===== config.mk =====
export PLATFORM = sky130hd
export DESIGN_NAME = bcd_updown_timer
export DESIGN_NICKNAME = d
export VERILOG_FILES = /design/src/rtl/bcd_updown_timer_pkg.sv /design/src/rtl/bcd_updown_timer_bcd_digit.sv /design/src/rtl/bcd_updown_timer.sv
export SDC_FILE = /design/constraint.sdc
export NUM_CORES = 1
export LEC_CHECK = 0
export BUFFER_PORTS_ARGS = -buffer_cell sky130_fd_sc_hd__buf_2
export CAP_MARGIN = 40
export CORE_AREA = 2 2 84 86
export CTS_CLUSTER_DIAMETER = 50
export DETAILED_ROUTE_END_ITERATION = 8
export DIE_AREA = 0 0 86 88
export GPL_ROUTABILITY_DRIVEN = 0
export PLACE_DENSITY = 0.72
export SYNTH_ARGS = -nofsm -noshare
export SYNTH_HDL_FRONTEND = slang
export SYNTH_SLANG_ARGS = --single-unit

===== constraint.sdc =====
create_clock -name clk -period 6.32 [get_ports clk]
set_input_delay 0.316 -clock clk [delete_from_list [all_inputs] [get_ports clk]]
set_output_delay 0.316 -clock clk [all_outputs]
set_load 0.03 [all_outputs]

===== src/rtl/bcd_updown_timer_pkg.sv =====
// Shared definitions for the BCD up/down timer: digit width, digit ceiling,
// direction encodings and the load-value digit clamp.
package bcd_updown_timer_pkg;

  localparam int         BCD_W    = 4;
  localparam logic [3:0] BCD_MAX  = 4'd9;
  localparam logic       DIR_UP   = 1'b1;
  localparam logic       DIR_DOWN = 1'b0;

  // Digits above 9 cannot be represented in BCD; saturate them to 9.
  function automatic logic [BCD_W-1:0] bcd_clamp(input logic [BCD_W-1:0] d);
    return (d > BCD_MAX) ? BCD_MAX : d;
  endfunction

endpackage


===== src/rtl/bcd_updown_timer_bcd_digit.sv =====
// One packed-BCD digit of the timer: holds 0..9, steps up or down when
// step_in is high and signals a carry/borrow to the next digit.
module bcd_digit
  import bcd_updown_timer_pkg::*;
(
  input  logic             clk,
  input  logic             rst,
  input  logic             step_in,
  input  logic             up,
  input  logic             clr,
  input  logic             load,
  input  logic [BCD_W-1:0] ld_val,
  output logic [BCD_W-1:0] digit,
  output logic             carry_out
);

  logic [BCD_W-1:0] d_q;
  logic [BCD_W-1:0] d_next;
  logic             at_limit;

  // The digit rolls over (and passes the step on) at 9 going up or 0 going down.
  assign at_limit  = (up == DIR_UP) ? (d_q == BCD_MAX) : (d_q == '0);
  assign carry_out = step_in & at_limit;
  assign digit     = d_q;

  always_comb begin
    d_next = d_q;
    if (clr) begin
      d_next = '0;
    end else if (load) begin
      d_next = bcd_clamp(ld_val);
    end else if (step_in) begin
      if (at_limit) begin
        d_next = (up == DIR_UP) ? '0 : BCD_MAX;
      end else if (up == DIR_UP) begin
        d_next = d_q + 4'd1;
      end else begin
        d_next = d_q - 4'd1;
      end
    end
  end

  always_ff @(posedge clk or negedge rst) begin
    if (!rst) begin
      d_q <= '0;
    end else begin
      d_q <= d_next;
    end
  end

endmodule


===== src/rtl/bcd_updown_timer.sv =====
// Prescaled packed-BCD up/down timer with pause, clear and parallel load.
// The prescaler decides the step edge; a ripple chain of bcd_digit does the counting.
module bcd_updown_timer
  import bcd_updown_timer_pkg::*;
#(
  parameter int DIGITS   = 4,
  parameter int TICK_DIV = 100_000_000,
  parameter int PRE_W    = 27
) (
  input  logic                  clk,
  input  logic                  rst,
  input  logic                  en,
  input  logic                  up,
  input  logic                  clr,
  input  logic                  load,
  input  logic [BCD_W*DIGITS-1:0] load_val,
  output logic [BCD_W*DIGITS-1:0] bcd,
  output logic                  tick,
  output logic                  wrap
);

  localparam logic [PRE_W-1:0] PRE_LAST = PRE_W'(TICK_DIV - 1);

  logic [PRE_W-1:0] pre;
  logic             step;
  logic [DIGITS:0]  carry;

  // clr and load override a step that would otherwise land on this edge.
  assign step     = en & ~clr & ~load & (pre == PRE_LAST);
  assign carry[0] = step;

  always_ff @(posedge clk or negedge rst) begin
    if (!rst) begin
      pre <= '0;
    end else if (clr || load) begin
      pre <= '0;
    end else if (en) begin
      if (pre == PRE_LAST) begin
        pre <= '0;
      end else begin
        pre <= pre + PRE_W'(1);
      end
    end
  end

  for (genvar g = 0; g < DIGITS; g++) begin : g_digit
    bcd_digit u_digit (
      .clk       (clk),
      .rst       (rst),
      .step_in   (carry[g]),
      .up        (up),
      .clr       (clr),
      .load      (load),
      .ld_val    (load_val[g*BCD_W +: BCD_W]),
      .digit     (bcd[g*BCD_W +: BCD_W]),
      .carry_out (carry[g+1])
    );
  end

  // A carry out of the top digit only exists on a step, so wrap implies tick.
  always_ff @(posedge clk or negedge rst) begin
    if (!rst) begin
      tick <= 1'b0;
      wrap <= 1'b0;
    end else begin
      tick <= step;
      wrap <= carry[DIGITS];
    end
  end

endmodule


==> flow_summary.json, run 1 <==
{
  "clk_path_buf_depth": 2,
  "worstPathArrival_ns": 2.85,
  "vias_per_cell": 6.43,
  "cpPeakStageDelay_ns": 0.59,
  "syn-instance-count": 371,
  "num_antenna_cells": 0,
  "drv_slew": 0,
  "synth_top_cell_by_area": "dfrtp_1",
  "multi_input_area_um2": 1920,
  "grt_pass1_wl_mm": 14.1,
  "clkTransAtPathRegs_ns": 0.09,
  "synth.distinct_cells": 53,
  "crit_path_end_kind": "register",
  "placed_cells": 470,
  "path_buf_inv": 0,
  "maxCapViolCount": 0,
  "wl_per_cell_um": 17.3,
  "io_pins": 40,
  "synth_fp_nets": 406,
  "timing.fmax_mhz": 376,
  "start_kind": "register",
  "first_global_vias": 2949,
  "nNetsFinal": 433,
  "initial_core_util": 0.483,
  "synth_ff_type": "dfrtp_1",
  "antenna_found_initial": 0,
  "drive_above_1_share": 0.153,
  "numCtsBuffers": 5,
  "crit_chain": "or4b_4 -> nor4_4 -> nand4_4 -> or4_1 -> and3_1",
  "grt_max_degree": 38,
  "die_w_um": 86,
  "p_leak_nw": 1.51,
  "peakVddDrop_mv": 0.0830,
  "drc": 0,
  "ys_seq_area_frac": 0.351,
  "h-tree-depth": 2,
  "worst_slew_pin_slew_ns": 0.869,
  "use_met1": 0.297,
  "hold_ws_ns": 0.269,
  "hold_violations": 0,
  "p_int_mw": 0.444,
  "gr-usage-met3": 0.0320,
  "synth_most_common_cell": "dfrtp_1",
  "io_buffers": 39,
  "utilization": 0.534,
  "overflow": 0,
  "clk_latency_ns": 0.30,
  "setup_violations": 0,
  "synth_top_area_share": 0.351,
  "rows": 30,
  "power_switching_mw": 0.202,
  "yosys_warnings": 0,
  "crit_type": "register to register",
  "avgSynthCellArea_um2": 8.65,
  "async_reset_ff_frac": 1.00,
  "n_fill_cell": 610,
  "drt_iter0_drc": 185,
  "die_area_um2": 7570,
  "grt_usage": 0.230,
  "dp_hpwl_mm": 5.85,
  "power_switching_share": 0.313,
  "p_comb_frac": 0.210,
  "cts.sink_count": 45,
  "vias": 3081,
  "p_total_mw": 0.646,
  "ys_seq_elements": 45,
  "status": "finished, final reports clean",
  "area_growth_pct": 10.5,
  "post-route-period-util": 0.421,
  "layout.cells.non_filler": 479,
  "grt.busiest_layer": "met2",
  "use_met2": 0.404,
  "synth_common_cells": "45 x dfrtp_1, 30 x a21oi_1, 25 x nor2_1, 22 x nand3_1, 20 x a31oi_1",
  "wl_mm": 8.29,
  "place_ws_ns": 3.57,
  "die_h_um": 88,
  "hold_class": "primary input to register",
  "cts_tree": "built",
  "critPathTopFamily": "simple AND/OR/NAND/NOR gates",
  "place_area_um2": 3440,
  "power_density_nw_per_um2": 182,
  "synth_edf_count": 0,
  "tns_ns": 0,
  "worstPathMaxFanout": 11,
  "slowest_stage": "nor4_4",
  "fin_ws_ns": 3.66,
  "ctsRootBufferMaster": "clkbuf_8",
  "fin_area_um2": 3550,
  "core_area_um2": 6640,
  "rsz0062_at_grt": "false",
  "clkPwrFrac": 0.310,
  "syn_area_um2": 3210,
  "regArea_um2": 1130,
  "seqPwrFrac": 0.480,
  "ant_nets": 0,
  "post-route-min-period_ns": 2.66,
  "synth_area_leaders": "dfrtp_1 35%, a21oi_1 4.7%, a211oi_1 4.2%",
  "drt_first_pass_iters": 5,
  "fin_skew_ns": 0.00694,
  "cp_data_required_time_ns": 6.51,
  "relSlewSlack": 0.417
}
repair_timing:
| item | CTS | global route |
|---|---|---|
| endpoints found under the hold margin | 14 | 0 |
| resized for setup | 0 | 0 |
| hold buffers | 1 | 0 |
| setup endpoints to repair | 0 | 0 |
| setup buffers | 0 | 0 |
tightest hold or removal path: cells and delay by family:
| kind | cells | cell delay [ns] |
|---|---|---|
| compound gates | 1 | 0.06 |
| simple gates | 1 | 0.05 |
| buf+inv | 1 | 0.10 |
power groups by stage:
| stage | Combinational [mW] | Sequential, mW | Clock [mW] |
|---|---|---|---|
| final | 0.136 | 0.310 | 0.200 |
| after CTS | 0.136 | 0.309 | 0.205 |
| after detailed placement | 0.135 | 0.315 | 0 |
| after floorplan | 0.0790 | 0.325 | 0 |
| after global routing | 0.152 | 0.311 | 0.217 |
| after global placement | 0.130 | 0.315 | 0 |
sequential cells by signal, summed over array words and instances, names as in the netlist:
name and flops:
g_digit.u_digit.digit 16, pre 27, tick 1, wrap 1
layer usage:
layer,vias to the layer above,routed length (um)
met1,1504,3590
met3,10,439
li1,1469,-
met2,98,4160
met5,-,0
met4,0,101
area by class of cell:
type	count	share of cell area
flip-flops and latches	45	0.317
well taps	80	0.0282
clock inverters	1	0.00141
repair buffers	42	0.0656
inverters	18	0.0190
clock buffers	7	0.0272
multi-input cells	286	0.541
logic make-up after synthesis:
| family | synth area share |
|---|---|
| AND/OR/NAND/NOR | 0.252 |
| flip-flops | 0.351 |
| adder cells (fa/ha/maj) | 0.0600 |
| AO/OA/AOI/OAI | 0.254 |
| XOR/XNOR | 0.0218 |
| multiplexers | 0.00936 |
| buffers and inverters | 0.0522 |
path summary, 6_finish.rpt:
path,start,end,slack (ns),depth (start not counted)
hold / removal,load_val[3],g_digit[0].u_digit.digit[3]$_DFFE_PN0P_,0.27,3
setup reg to reg,pre[9]$_DFFE_PN0P_,g_digit[3].u_digit.digit[3]$_DFFE_PN0P_,3.66,5
setup / recovery,pre[9]$_DFFE_PN0P_,g_digit[3].u_digit.digit[3]$_DFFE_PN0P_,3.66,5
min in group asynchronous,rst,g_digit[1].u_digit.digit[0]$_DFFE_PN0P_,0.48,2
hold reg to reg,pre[26]$_DFFE_PN0P_,pre[26]$_DFFE_PN0P_,0.49,1
max in group asynchronous,rst,pre[26]$_DFFE_PN0P_,5.33,3
cell usage in the layout (no fill, tap or decap), types with 5 or more instances in the layout:
| cell type | instances |
|---|---|
| xor2_1 | 5 |
| a31oi_1 | 20 |
| ha_1 | 9 |
| dfrtp_1 | 45 |
| o31ai_1 | 6 |
| and4_1 | 7 |
| or3_1 | 6 |
| nor2_1 | 25 |
| o21ai_0 | 13 |
| nand4_1 | 10 |
| nor3_1 | 15 |
| nand2b_1 | 9 |
| a21o_1 | 5 |
| a21oi_1 | 29 |
| and3_1 | 8 |
| nand2_1 | 19 |
| inv_1 | 18 |
| a211oi_1 | 18 |
| clkbuf_8 | 7 |
| nand3_1 | 22 |
| buf_2 | 39 |
No activity file was read; power rests on OpenSTA's default activity.
==> run 2: changes to the inputs <==
Settings changed: PLACE_DENSITY 0.72 to 0.75.
Clock period 6.32 ns to 2.2 ns, I/O delays scaled along.
==> flow_summary.json, run 2 (same netlist as run 1, synthesis figures left out) <==
{
  "status": "finished, final reports clean",
  "final_common_cell": "dfrtp_1",
  "drc": 0,
  "grt_max_degree": 38,
  "crit_type": "register to register",
  "utilization": 0.580,
  "ant_nets": 0,
  "setup_violations": 0,
  "numCtsBuffers": 5,
  "wl_per_cell_um": 16.5,
  "nNetsFinal": 474,
  "top_layer": "met4",
  "routed-wl-met2_mm": 4.25,
  "worst_slew_pin_slew_ns": 0.583,
  "rsz0062_at_grt": "true",
  "post-route-min-period_ns": 2.18,
  "drive_above_1_share": 0.242,
  "place_area_um2": 3740,
  "cts.sink_count": 45,
  "maxCapViolCount": 0,
  "post-route-period-util": 0.989,
  "tns_ns": 0,
  "drv_slew": 0,
  "crit_chain": "or4_4 -> nor4_4 -> buf_6 -> nand4_4 -> or4_1 -> and3_1",
  "clkTransAtPathRegs_ns": 0.09,
  "power_density_nw_per_um2": 473,
  "io_pins": 40,
  "largest_register_ffs": 27,
  "rows": 30,
  "die_area_um2": 7570,
  "vias_per_cell": 6.20,
  "area_growth_pct": 20.1,
  "grt_usage": 0.236,
  "peakVddDrop_mv": 0.348,
  "timing.fmax_mhz": 460,
  "fin_skew_ns": 0.0142,
  "antenna_found_initial": 0,
  "initial_core_util": 0.483,
  "dp_hpwl_mm": 6.27,
  "h-tree-depth": 2,
  "wirelength_met1_mm": 3.75,
  "worstPathArrival_ns": 2.38,
  "grt_pass1_wl_mm": 14.3,
  "overflow": 0,
  "clk_latency_ns": 0.31,
  "crit_path_end_kind": "register",
  "die_w_um": 86,
  "num_antenna_cells": 0,
  "vias": 3211,
  "cp_data_required_time_ns": 2.40,
  "ctsRootBufferMaster": "clkbuf_8",
  "cts_tree": "built",
  "drt_first_pass_iters": 4,
  "p_total_mw": 1.82,
  "core_area_um2": 6640,
  "cpPeakStageDelay_ns": 0.55,
  "final_cell_mix": "45 x dfrtp_1, 41 x buf_4, 39 x buf_2, 29 x a21oi_1, 25 x nor2_1",
  "p_leak_nw": 1.70,
  "route.met3.wl_um": 451,
  "io_buffers": 39,
  "largest-register": "pre",
  "hold_violations": 0,
  "start_kind": "register",
  "clk_path_buf_depth": 2,
  "slowest_stage": "or4_4",
  "die_h_um": 88,
  "wl_mm": 8.54,
  "fin_area_um2": 3850,
  "worstPathMaxFanout": 9,
  "drt_iter0_drc": 138,
  "first_global_vias": 3021,
  "hold_class": "primary input to register",
  "relSlewSlack": 0.612
}
-- run 2: cell count changes in the layout (fill, tap and decap cells not counted), sizes merged --
cell / before / now
clkbuf: 7 / 5
buf: 41 / 82
-- run 2: final timing paths --
path                                          start                                       to  slack (ns)  cells past startpoint
worst min register to register  pre[22]$_DFFE_PN0P_                      pre[22]$_DFFE_PN0P_        0.49                      1
worst min-delay path                    load_val[3]  g_digit[0].u_digit.digit[3]$_DFFE_PN0P_        0.04                      3
max in group asynchronous                       rst                      pre[18]$_DFFE_PN0P_        1.27                      3
worst max-delay path            pre[17]$_DFFE_PN0P_  g_digit[3].u_digit.digit[3]$_DFFE_PN0P_        0.02                      6
worst max register to register  pre[17]$_DFFE_PN0P_  g_digit[3].u_digit.digit[3]$_DFFE_PN0P_        0.02                      6
min in group asynchronous                       rst  g_digit[0].u_digit.digit[0]$_DFFE_PN0P_        0.33                      2
-- run 2: where the power goes --
part | switching (mW) | total (mW) | internal [mW]
clock network | 0.286 | 0.496 | 0.210
logic | 0.272 | 0.448 | 0.176
registers | 0.0289 | 0.878 | 0.849
-- run 2: layer usage --
layer | vias to the layer above | track usage
met5 | - | 0
met4 | 0 | 0.0505
met3 | 11 | 0.0452
met2 | 96 | 0.421
met1 | 1544 | 0.299
li1 | 1560 | -
-- run 2: area by class of cell --
class,count,area (um2)
inverters,18,67.6
flip-flops and latches,45,1130
multi-input cells,286,1940
clock inverters,1,5.00
well taps,80,100
fillers,598,2790
clock buffers,5,68.8
repair buffers,83,544
-- run 2: what timing repair did --
action                     CTS  global route
gates resized for setup      1             5
setup buffers                0             2
hold buffers                 1             0
setup endpoints to repair    1             7
pin swaps                    0             2
hold endpoints to repair    22             0
-- run 2: metrics by stage --
| step | instances | worst slack (ns) | hold WS [ns] |
|---|---|---|---|
| 2_1_floorplan | 371 | 0.0217 | -0.186 |
| 5_1_grt | 518 | -0.0490 | 0.0685 |
| 4_1_cts | 516 | 0.00884 | 0.0371 |
| 6_report | 518 | 0.0243 | 0.0441 |
| 3_3_place_gp | 509 | 0.0280 | 0.137 |
| 3_5_place_dp | 509 | 0.000482 | 0.141 |
-- run 2: worst max-delay path, delay by kind of cell (launching register included) --
family                 cells  cell delay (ns)
flip-flops                 1             0.39
buffers and inverters      1             0.18
AND/OR/NAND/NOR            5             1.51
==> run 3: changes to the inputs <==
Settings changed: CORE_AREA 2 2 84 86 to 2 2 69 104, DIE_AREA 0 0 86 88 to 0 0 71 106.
==> flow_summary.json, run 3 (same netlist as run 1, synthesis figures left out) <==
{
  "first_global_vias": 3296,
  "die_area_um2": 7530,
  "p_comb_frac": 0.224,
  "num_antenna_cells": 0,
  "peakVddDrop_mv": 0.312,
  "nNetsFinal": 476,
  "hold_class": "primary input to register",
  "crit_path_end_kind": "register",
  "crit_type": "register to register",
  "worstPathArrival_ns": 2.35,
  "initial_core_util": 0.478,
  "die_h_um": 106,
  "h-tree-depth": 2,
  "wl_per_cell_um": 17.4,
  "clkTransAtPathRegs_ns": 0.09,
  "grt_max_degree": 38,
  "maxCapViolCount": 0,
  "final_common_cell": "dfrtp_1",
  "largest_register_ffs": 27,
  "reg2reg_setup_slack_ns": 0.07,
  "post-route-period-util": 0.969,
  "clk_latency_ns": 0.31,
  "place_ws_ns": 0.00603,
  "p_total_mw": 2.00,
  "drt_iter0_drc": 240,
  "drive_above_1_share": 0.253,
  "reg2reg_depth": 5,
  "ctsRootBufferMaster": "clkbuf_8",
  "hold_violations": 0,
  "dp_hpwl_mm": 6.71,
  "area_growth_pct": 22.7,
  "drv_slew": 0,
  "largest-register": "pre",
  "final_cell_mix": "45 x dfrtp_1, 43 x buf_4, 39 x buf_2, 29 x a21oi_1, 25 x nor2_1",
  "clkPwrFrac": 0.338,
  "ant_nets": 0,
  "io_buffers": 39,
  "r2r_start": "pre[17]$_DFFE_PN0P_",
  "hold_end": "g_digit[2].u_digit.digit[3]$_DFFE_PN0P_",
  "die_w_um": 71,
  "p_leak_nw": 1.73,
  "power_switching_mw": 0.609,
  "wl_mm": 9.02,
  "n_fill_cell": 580,
  "vias_per_cell": 6.35,
  "rsz0062_at_grt": "true",
  "vias": 3301,
  "core_area_um2": 6710,
  "io_pins": 40,
  "seqPwrFrac": 0.438,
  "status": "finished, final reports clean",
  "min_from": "load_val[11]",
  "fin_skew_ns": 0.0145,
  "cp-startpoint": "pre[17]$_DFFE_PN0P_",
  "tns_ns": 0,
  "reg2reg_to": "g_digit[3].u_digit.digit[3]$_DFFE_PN0P_",
  "cts.sink_count": 45,
  "start_kind": "register",
  "overflow": 0,
  "drt_first_pass_iters": 4,
  "worst_slew_pin_slew_ns": 0.568,
  "fin_ws_ns": 0.0691,
  "drc": 0,
  "setup_violations": 0,
  "cp_data_required_time_ns": 2.42,
  "worstPathMaxFanout": 3,
  "numCtsBuffers": 5,
  "timing.fmax_mhz": 469,
  "post-route-min-period_ns": 2.13,
  "relSlewSlack": 0.621,
  "rows": 37,
  "clk_path_buf_depth": 2,
  "min_path_cells": 3,
  "grt_pass1_wl_mm": 15.0,
  "p_int_mw": 1.40,
  "power_density_nw_per_um2": 509,
  "cts_tree": "built",
  "power_switching_share": 0.304,
  "antenna_found_initial": 0,
  "grt_usage": 0.249
}
[run 3: layer usage]
layer	part of all wire	GRT usage
met3	0.049	0.0341
met5	0	0
met2	0.54	0.451
met1	0.38	0.275
met4	0.040	0.139
[run 3: power by group through the flow]
stage                     Clock, mW  Combinational [mW]  Sequential, mW
final                         0.678               0.448           0.877
after global routing          0.717               0.499           0.881
after CTS                     0.689               0.444           0.876
after detailed placement          0               0.440           0.893
after global placement            0               0.429           0.891
after floorplan                   0               0.229           0.934
[run 3: stage by stage]
stage	util	cells	hold WS [ns]	area, um2
after global routing	0.586	520	0.0518	3940
after floorplan	-	371	-0.186	3220
after CTS	0.578	518	0.0278	3880
after global placement	0.558	509	0.0189	3750
final	0.586	520	0.0387	3940
after detailed placement	0.558	509	0.0222	3750
[run 3: cell type report]
type	count	area (um2)	share of cell area
tap	78	97.6	0.0248
multi-input combinational	286	1970	0.500
sequential	45	1130	0.286
inverter	18	67.6	0.0172
clock buffer	7	86.3	0.0219
clock inverter	1	30.0	0.00763
timing repair buffer	85	559	0.142
[run 3: timing repair]
item | CTS | global route
gates resized for setup | 1 | 7
hold buffers | 1 | 0
hold endpoints to repair | 11 | 0
cloned | 0 | 0
setup buffers | 0 | 2
endpoints found under the setup margin | 1 | 19
pin swaps | 0 | 2
[run 3: worst max-delay path by stage]
stage,cells after the start,end,slack (ns)
global placement,8,g_digit[3].u_digit.digit[3]$_DFFE_PN0P_,0.05
detailed placement,8,g_digit[3].u_digit.digit[3]$_DFFE_PN0P_,0.006
global route,5,g_digit[3].u_digit.digit[3]$_DFFE_PN0P_,-0.03
CTS,7,pre[11]$_DFFE_PN0P_,0.03
floorplan,6,g_digit[3].u_digit.digit[3]$_DFFE_PN0P_,0.02
finish,5,g_digit[3].u_digit.digit[3]$_DFFE_PN0P_,0.07
[run 3: worst max-delay path, stage by stage (launching register included)]
cell	delay, ns
dfrtp_1	0.38
or4_4	0.54
nor4_4	0.33
nand4_4	0.12
or4_4	0.49
and3_4	0.18
